$ cat config.mk
export PLATFORM = sky130hd
export DESIGN_NAME = ctrl_seq_decoder_flat
export DESIGN_NICKNAME = d
export VERILOG_FILES = /design/src/rtl/ctrl_seq_decoder_if.sv /design/src/rtl/ctrl_seq_decoder.sv /design/src/flat_wrapper.sv
export SDC_FILE = /design/constraint.sdc
export NUM_CORES = 1
export LEC_CHECK = 0
export ABC_AREA = 1
export BUFFER_PORTS_ARGS = -buffer_cell sky130_fd_sc_hd__buf_2
export CAP_MARGIN = 0
export CORE_MARGIN = 2
export CORE_UTILIZATION = 52
export DETAILED_ROUTE_END_ITERATION = 12
export PLACE_DENSITY = 0.78
export SYNTH_ARGS = -nofsm -noshare
export SYNTH_HDL_FRONTEND = slang
export SYNTH_SLANG_ARGS = --single-unit
$ cat constraint.sdc
create_clock -name clk -period 1.76 [get_ports clk]
set_input_delay 0.088 -clock clk [delete_from_list [all_inputs] [get_ports clk]]
set_output_delay 0.088 -clock clk [all_outputs]
set_load 0.01 [all_outputs]
$ cat src/rtl/ctrl_seq_decoder_if.sv
// ctrl_seq_decoder_if: control-code bus between the calculator sequencer
// (master: drives the 2-bit code stream) and the receive-side checker
// (slave: returns frame status).
interface ctrl_seq_decoder_if #(
  parameter int CNT_W = 8
);
  logic [1:0]       code;
  logic             code_vld;
  logic             mode;
  logic             done;
  logic             err;
  logic [1:0]       err_why;
  logic             busy;
  logic [CNT_W-1:0] frame_cnt;
  logic [7:0]       err_cnt;

  modport master (
    output code, code_vld,
    input  mode, done, err, err_why, busy, frame_cnt, err_cnt
  );

  modport slave (
    input  code, code_vld,
    output mode, done, err, err_why, busy, frame_cnt, err_cnt
  );
endinterface

$ cat src/rtl/ctrl_seq_decoder.sv
// ctrl_seq_decoder: tracks the sequencer's Gray-style control code stream,
// recovers the frame mode bit, flags good frames, bad codes and stalls.
// Optional feature macro: CTRL_SEQ_ERR_COUNT_EN (saturating error counter;
// when undefined err_cnt is tied to zero).
module ctrl_seq_decoder #(
  parameter int CNT_W   = 8,
  parameter int TIMEOUT = 16
) (
  input logic               clk,
  input logic               rst,
  ctrl_seq_decoder_if.slave bus
);

  typedef enum logic [2:0] {
    IDLE  = 3'd0,
    START = 3'd1,
    PRE   = 3'd2,
    S01   = 3'd3,
    S11   = 3'd4
  } state_t;

  state_t           r_state;
  state_t           w_next;
  logic             r_mode_int;
  logic             w_mode_int_nxt;
  logic             w_bad;
  logic             w_good;
  logic             w_tout;
  logic             w_tout_hit;

  logic             r_mode;
  logic             r_done;
  logic             r_err;
  logic [1:0]       r_err_why;
  logic             r_busy;
  logic [CNT_W-1:0] r_frame_cnt;

  logic             w_mode_nxt;
  logic             w_done_nxt;
  logic             w_err_nxt;
  logic [1:0]       w_why_nxt;
  logic [CNT_W-1:0] w_frame_nxt;

  // Stall detection: counts idle cycles mid-frame; absent when TIMEOUT is 0
  generate
    if (TIMEOUT > 0) begin : g_tout
      localparam int IW = $clog2(TIMEOUT + 1);
      logic [IW-1:0] r_idle_cnt;

      // Idle counter: clears on valid cycles and whenever IDLE is current or next
      always_ff @(posedge clk) begin
        if (rst) begin
          r_idle_cnt <= '0;
        end else if (bus.code_vld || r_state == IDLE || w_next == IDLE) begin
          r_idle_cnt <= '0;
        end else begin
          r_idle_cnt <= r_idle_cnt + IW'(1);
        end
      end

      // Fires on the idle cycle that brings the count up to TIMEOUT
      assign w_tout_hit = !bus.code_vld && (r_state != IDLE) &&
                          (r_idle_cnt == IW'(TIMEOUT - 1));
    end else begin : g_no_tout
      assign w_tout_hit = 1'b0;
    end
  endgenerate

  // State register
  always_ff @(posedge clk) begin
    if (rst) begin
      r_state    <= IDLE;
      r_mode_int <= 1'b0;
    end else begin
      r_state    <= w_next;
      r_mode_int <= w_mode_int_nxt;
    end
  end

  // Next-state decode: legal code steps, bad codes with 00 resync, timeout
  always_comb begin
    w_next         = r_state;
    w_mode_int_nxt = r_mode_int;
    w_bad          = 1'b0;
    w_good         = 1'b0;
    w_tout         = 1'b0;
    if (bus.code_vld) begin
      unique case (r_state)
        IDLE: begin
          if (bus.code == 2'b00) w_next = START;
        end
        START: begin
          if (bus.code == 2'b00) begin
            w_next         = PRE;
            w_mode_int_nxt = 1'b0;
          end else if (bus.code == 2'b01) begin
            w_next         = S01;
            w_mode_int_nxt = 1'b1;
          end else begin
            w_bad = 1'b1;
          end
        end
        PRE: begin
          if (bus.code == 2'b01) w_next = S01;
          else                   w_bad  = 1'b1;
        end
        S01: begin
          if (bus.code == 2'b11) w_next = S11;
          else                   w_bad  = 1'b1;
        end
        S11: begin
          if (bus.code == 2'b10) begin
            w_next = IDLE;
            w_good = 1'b1;
          end else begin
            w_bad = 1'b1;
          end
        end
        default: w_next = IDLE;
      endcase
      if (w_bad) w_next = (bus.code == 2'b00) ? START : IDLE;
    end else if (w_tout_hit) begin
      w_tout = 1'b1;
      w_next = IDLE;
    end
  end

  // Output decode: next values of the registered status outputs
  always_comb begin
    w_done_nxt  = w_good;
    w_err_nxt   = w_bad | w_tout;
    w_mode_nxt  = r_mode;
    w_why_nxt   = r_err_why;
    w_frame_nxt = r_frame_cnt;
    if (w_good) begin
      w_mode_nxt  = r_mode_int;
      w_frame_nxt = r_frame_cnt + CNT_W'(1);
    end
    if (w_bad)       w_why_nxt = 2'b01;
    else if (w_tout) w_why_nxt = 2'b10;
  end

  // Output registers
  always_ff @(posedge clk) begin
    if (rst) begin
      r_mode      <= 1'b0;
      r_done      <= 1'b0;
      r_err       <= 1'b0;
      r_err_why   <= 2'b00;
      r_busy      <= 1'b0;
      r_frame_cnt <= '0;
    end else begin
      r_mode      <= w_mode_nxt;
      r_done      <= w_done_nxt;
      r_err       <= w_err_nxt;
      r_err_why   <= w_why_nxt;
      r_busy      <= (w_next != IDLE);
      r_frame_cnt <= w_frame_nxt;
    end
  end

`ifdef CTRL_SEQ_ERR_COUNT_EN
  logic [7:0] r_err_cnt;

  // Saturating error counter, advances with each err pulse
  always_ff @(posedge clk) begin
    if (rst) begin
      r_err_cnt <= '0;
    end else if (w_err_nxt && r_err_cnt != '1) begin
      r_err_cnt <= r_err_cnt + 8'd1;
    end
  end

  assign bus.err_cnt = r_err_cnt;
`else
  assign bus.err_cnt = '0;
`endif

  assign bus.mode      = r_mode;
  assign bus.done      = r_done;
  assign bus.err       = r_err;
  assign bus.err_why   = r_err_why;
  assign bus.busy      = r_busy;
  assign bus.frame_cnt = r_frame_cnt;

endmodule

$ cat src/flat_wrapper.sv
// flat-port wrapper written by rule: the top's interface ports become plain ports
module ctrl_seq_decoder_flat 
#(
  parameter int CNT_W   = 8,
  parameter int TIMEOUT = 16
)
  (clk, rst, bus_code, bus_code_vld, bus_mode, bus_done, bus_err, bus_err_why, bus_busy, bus_frame_cnt, bus_err_cnt);
  ctrl_seq_decoder_if #(.CNT_W(CNT_W)) bus_i ();
  input logic clk;
  input logic rst;
  input wire logic [$bits(bus_i.code)-1:0] bus_code;
  input wire logic [$bits(bus_i.code_vld)-1:0] bus_code_vld;
  output wire logic [$bits(bus_i.mode)-1:0] bus_mode;
  output wire logic [$bits(bus_i.done)-1:0] bus_done;
  output wire logic [$bits(bus_i.err)-1:0] bus_err;
  output wire logic [$bits(bus_i.err_why)-1:0] bus_err_why;
  output wire logic [$bits(bus_i.busy)-1:0] bus_busy;
  output wire logic [$bits(bus_i.frame_cnt)-1:0] bus_frame_cnt;
  output wire logic [$bits(bus_i.err_cnt)-1:0] bus_err_cnt;
  assign bus_i.code = bus_code;
  assign bus_i.code_vld = bus_code_vld;
  assign bus_mode = bus_i.mode;
  assign bus_done = bus_i.done;
  assign bus_err = bus_i.err;
  assign bus_err_why = bus_i.err_why;
  assign bus_busy = bus_i.busy;
  assign bus_frame_cnt = bus_i.frame_cnt;
  assign bus_err_cnt = bus_i.err_cnt;
  ctrl_seq_decoder #(.CNT_W(CNT_W), .TIMEOUT(TIMEOUT)) u_core (.clk(clk), .rst(rst), .bus(bus_i));
endmodule
======== Yosys cells after proc, flatten, opt, wreduce, memory -nomap -nowiden ========
Index checks and enable logic that the tools add are counted.
Widths: inputs -> output; s select.
operators by class
  $add $sub $neg .......................... 2
  eq/ne operators ......................... 8
  multiplexer cells ....................... 26
  bitwise gates (word level) .............. 1
  reduce and logical (&&, ||, !) cells .... 15
operators by type and width
  cell                 number
  $mux 3               8
  $mux 1               16
  $pmux 3 s5           1
  $add 8x1->8 const B  1
  $eq 3x2->1 const B   2
  $logic_not 3->1      2
  $reduce_bool 3->1    2
  $add 5x1->5 const B  1
  $eq 5x4->1 const B   1
  $eq 2x2->1 const B   2
  $pmux 1 s4           1
  $reduce_bool 2->1    2
  $reduce_or 2->1      2
  $eq 3x1->1 const B   1
  $eq 3x3->1 const B   1
  $reduce_and 3->1     1
  $eq 2x1->1 const B   1
  $logic_and 1x1->1    2
  $logic_not 2->1      1
  $logic_or 1x1->1     2
  $logic_not 1->1      1
  $or 1x1->1           1
word-level totals
  flip-flop bits (word level) ............. 23
  output and inout bits ................... 22
  logic and storage cells ................. 62

======== Longest topological paths before layout ========
  depth in word-level cells ............... 10
  gate-level depth with buffers ........... 12

======== Least setup slack after synthesis ========
No wires, ideal clock.
  path type ............................... reg2reg
  start ................................... register u_core.g_tout.r_idle_cnt[0]
  end ..................................... register u_core.g_tout.r_idle_cnt[0]
  library setup time ...................... 0.065 ns
  arrival ................................. 1.432 ns
  slack ................................... 0.263 ns
  cell stages (with the launch flop) ...... 13
  path buffers ............................ 0
  period minus slack after synthesis ...... 1.497 ns
  cell sequence ........................... dfxtp_1 > ha_1 > and3_1 > ha_1 > inv_1 > nand2_1 > nand2_1 > nand2_1 > nand2_1 > inv_1 > nand4_1 > nand3_2 > nor2_1
between the ends
  word-level cells in the longest chain between the ends .. 7
  elaborated cells between the ends (all ways) .. 8
ends and longest elaborated chain
  what                       line                     source
  from (decl)                ctrl_seq_decoder.sv:48   logic [IW-1:0] r_idle_cnt;
  from (signal assigned)     ctrl_seq_decoder.sv:57   r_idle_cnt <= r_idle_cnt + IW'(1);
  $eq 5x4->1                 ctrl_seq_decoder.sv:63   (r_idle_cnt == IW'(TIMEOUT - 1));
  $logic_and 1x1->1          ctrl_seq_decoder.sv:62   assign w_tout_hit = !bus.code_vld && (r_state != IDLE) &&
  $mux 3                     ctrl_seq_decoder.sv:122  end else if (w_tout_hit) begin
  $mux 3                     ctrl_seq_decoder.sv:87   if (bus.code_vld) begin
  $logic_not 3->1            ctrl_seq_decoder.sv:54   end else if (bus.code_vld || r_state == IDLE || w_next == IDLE) begin
  $logic_or 1x1->1           ctrl_seq_decoder.sv:54
  $reduce_or 2->1 (no line)  --
Several ways; a longest one is shown, not always the timed one.
A chain may end at the register's enable or synchronous reset.

======== Worst setup path in the final report ========
Ends and elaborated chain as after synthesis.

==> impl_metrics.csv <==
group,metric,value,unit
worst_setup_path,r2r_cells,12,
synth,syn_area_per_cell,7.262,sq um
sta,fin_skew,0.001173,ns
route,highest_layer,"met4",
synth,synth.yosys.seq_area_share,0.4013,
power,power-per-cell-area,644.1,mW/mm^2
worst_setup_path,slowest_stage,"dfxtp_4",
clock_tree,clk-insertion-delay-late,0.30,ns
worst_setup_path,cp_cell_sequence,"ha_4 -> and3_1 -> ha_2 -> inv_2 -> nand2_1 -> nand2_1 -> nand2_1 -> nand2_1 -> inv_1 -> nand4_1 -> nand3_2 -> nor2_2",
sta,fin_tns_setup,0,ns
synth,yosys_warnings,0,
clock_tree,numCtsBuffers,3,
placed_design,place_congestion,0.8253,
sta,layout_min_cycle_time,1.618,ns
sta,max_freq,618.2,MHz
clock_tree,cts_tree,"yes",
route,wl_met1,1050,um
sta,drv_slew,0,
route,wl_met3,84,um
floorplanning,num_io_pins,27,
route,dr.pass1.iters,4,
power,p_leak,0.5851,nW
sta,holdWs,0.09311,ns
worst_setup_path,startpoint_type,"flip-flop",
synth,synthCells,158,
layout,layoutNonFillerInstCount,207,
min_path,hold_path_class,"in -> reg",
worst_setup_path,crit_path_frequent_cell,"nand2_1",
clock_tree,htree_levels,1,
layout,area_growth,12.54,%
layout,post-route-util,0.6010,
global_route,grt_pass1_wl,3732,um
layout,nNetsFinal,188,
synth,netlist_area,0.001147,sq mm
floorplanning,initial_utilization,0.5341,
route,drc_errors,0,
worst_setup_path,cp_max_fo,5,
sta,hold_viol,0,
layout,antenna_cells,0,
clock_tree,clkTransAtPathRegs,0.12,ns
synth,ys_types,28,
worst_setup_path,critical_path_buf_inv_count,2,
floorplanning,rows,17,
clock_tree,clockRootBuffer,"clkbuf_4",
sta,grt_setup_unrepaired,"no",
route,wl_per_cell,10.52,um
worst_setup_path,worst_path_largest_cell_delay,0.38,ns
placed_design,dpl_cell_area,0.001235,sq mm
route,drt_first_iter_violations,35,
placed_design,hpwl,1688,um
synth,synth_ff_type,"dfxtp_1",
power,power.total,0.8316,mW
global_route,grt_overflow,0,
synth,synth_edf_count,0,
global_route,grt_pass1_vias,887,
synth,ys_ff_latch,23,
route,wl_met2,1025,um
floorplanning,core-area,0.002148,sq mm
route,postRouteAntennaNets,0,
clock_tree,clock_sinks,23,
worst_setup_path,end_kind,"flip-flop",
clock_tree,clk_path_buf_depth,2,
floorplanning,dieWidth,50.97,um
worst_setup_path,path_depth,12,
run,maxCapViolations,0,
global_route,antenna_found_initial,0,
route,drt_wl_total,2177,um
sta,period_share,0.9190,
placed_design,port_buffers,18,
layout,drive_gt1_frac,0.2179,
worst_setup_path,crit_arrival,1.87,ns
status,status,"completed",
min_path,hold_path_depth,2,
global_route,grt_usage,0.1899,
global_route,grt_max_degree,14,
route,vias_per_cell,4.894,
route,routed-via-count,1013,
clock_tree,ctsHoldBuffers,0,
floorplanning,die_h,50.97,um
placed_design,pre_cts_slack,0.08456,ns
sta,setup_viol,0,
worst_setup_path,worst_ep_required_time,2.01,ns
sta,layout_setup_ws,0.1425,ns
worst_setup_path,criticalPathCategory,"reg -> reg",
placed_design,post-place-cells,202,
worst_setup_path,cp_top_family,"simple AND/OR/NAND/NOR gates",
power,peakVddDrop,0.0004729,V
layout,finish.instance_area,0.001291,sq mm
synth,synthArstFlopShare,0,
floorplanning,dieArea,0.002598,sq mm
[layout by cell type (no fill, tap or decap), drive strengths merged]
master / synthesis / final
a211oi: 1 / 1
a21oi: 11 / 11
a31oi: 1 / 1
and2: 1 / 1
and3: 2 / 2
buf: 8 / 19
clkbuf: 1 / 3
clkinv: 0 / 1
conb: 1 / 8
dfxtp: 23 / 23
ha: 3 / 3
inv: 21 / 21
nand2: 32 / 32
nand3: 9 / 9
nand4: 4 / 4
nor2: 23 / 23
nor3: 7 / 7
o21ai: 7 / 7
xnor2: 2 / 2
xor2: 1 / 1
[layer usage]
layer,up-vias,GRT usage
met5,-,0
met4,0,0.1036
met3,2,0.03801
met2,22,0.2857
met1,456,0.2546
li1,533,-
[worst paths after layout]
path,startpoint,endpoint,slack (ns)
worst min register to register,u_core.bus.err_why[0],u_core.bus.err_why[0],0.48
worst max-delay path,u_core.g_tout.r_idle_cnt[0],u_core.g_tout.r_idle_cnt[0],0.14
worst max register to register,u_core.g_tout.r_idle_cnt[0],u_core.g_tout.r_idle_cnt[0],0.14
worst min-delay path,rst,u_core.bus.err_why[0],0.09
[state kept, by name, indices dropped and copies added, names as in the netlist]
register / count
u_core.r_state: 3
u_core.bus.frame_cnt: 8
u_core.r_mode_int: 1
u_core.bus.err_why: 2
u_core.bus.mode: 1
u_core.g_tout.r_idle_cnt: 5
u_core.bus.done: 1
u_core.bus.busy: 1
u_core.bus.err: 1
[where the power goes]
group	internal, mW	switching (mW)	leakage (nW)	total (mW)
registers	0.523	0.00453	0.186	0.528
clock network	0.0848	0.157	0.0177	0.241
logic	0.0172	0.0453	0.381	0.0626
total	0.625	0.206	0.585	0.832
[cell families after synthesis]
family	count (synthesis)	share of synthesized area
other	1	0.003268
buffers and inverters	30	0.1243
AO/OA/AOI/OAI	20	0.09051
flip-flops	23	0.4013
XOR/XNOR	3	0.02290
AND/OR/NAND/NOR	78	0.3250
adder cells (fa/ha/maj)	3	0.03272
[cell type report]
class | count | area [sq um]
Clock inverter | 1 | 5.005
Tap cell | 28 | 35.03
Timing Repair Buffer | 19 | 97.59
Fill cell | 210 | 857.1
Sequential cell | 23 | 464.2
Clock buffer | 3 | 22.52
Multi-Input combinational cell | 112 | 588.1
Inverter | 21 | 78.83
[worst register-to-register path: stages, from the launching register on]
cell and delay, ns:
dfxtp_4 0.38, ha_4 0.16, and3_1 0.17, ha_2 0.17, inv_2 0.05, nand2_1 0.04, nand2_1 0.06, nand2_1 0.05
nand2_1 0.07, inv_1 0.04, nand4_1 0.09, nand3_2 0.13, nor2_2 0.14
[what timing repair did]
item / CTS / global route
setup buffers: 0 / 1
setup endpoints to repair: 0 / 5
endpoints found under the hold margin: 0 / 0
resized for setup: 0 / 7
[cells in the mapped netlist, types with 2 or more instances]
cell type / count / area [sq um]
nor2_1: 21 / 78.83
xnor2_1: 2 / 17.52
o21ai_0: 6 / 30.03
nand2_2: 2 / 12.51
ha_1: 3 / 37.54
buf_4: 8 / 60.06
dfxtp_1: 23 / 460.4
nand4_1: 3 / 18.77
nor3_1: 5 / 25.02
nand3_1: 8 / 40.04
and3_1: 2 / 12.51
nand2_1: 30 / 112.6
inv_2: 3 / 11.26
a21oi_1: 11 / 55.05
inv_1: 18 / 67.56
Note: power is estimated with default switching activity, not from simulation.
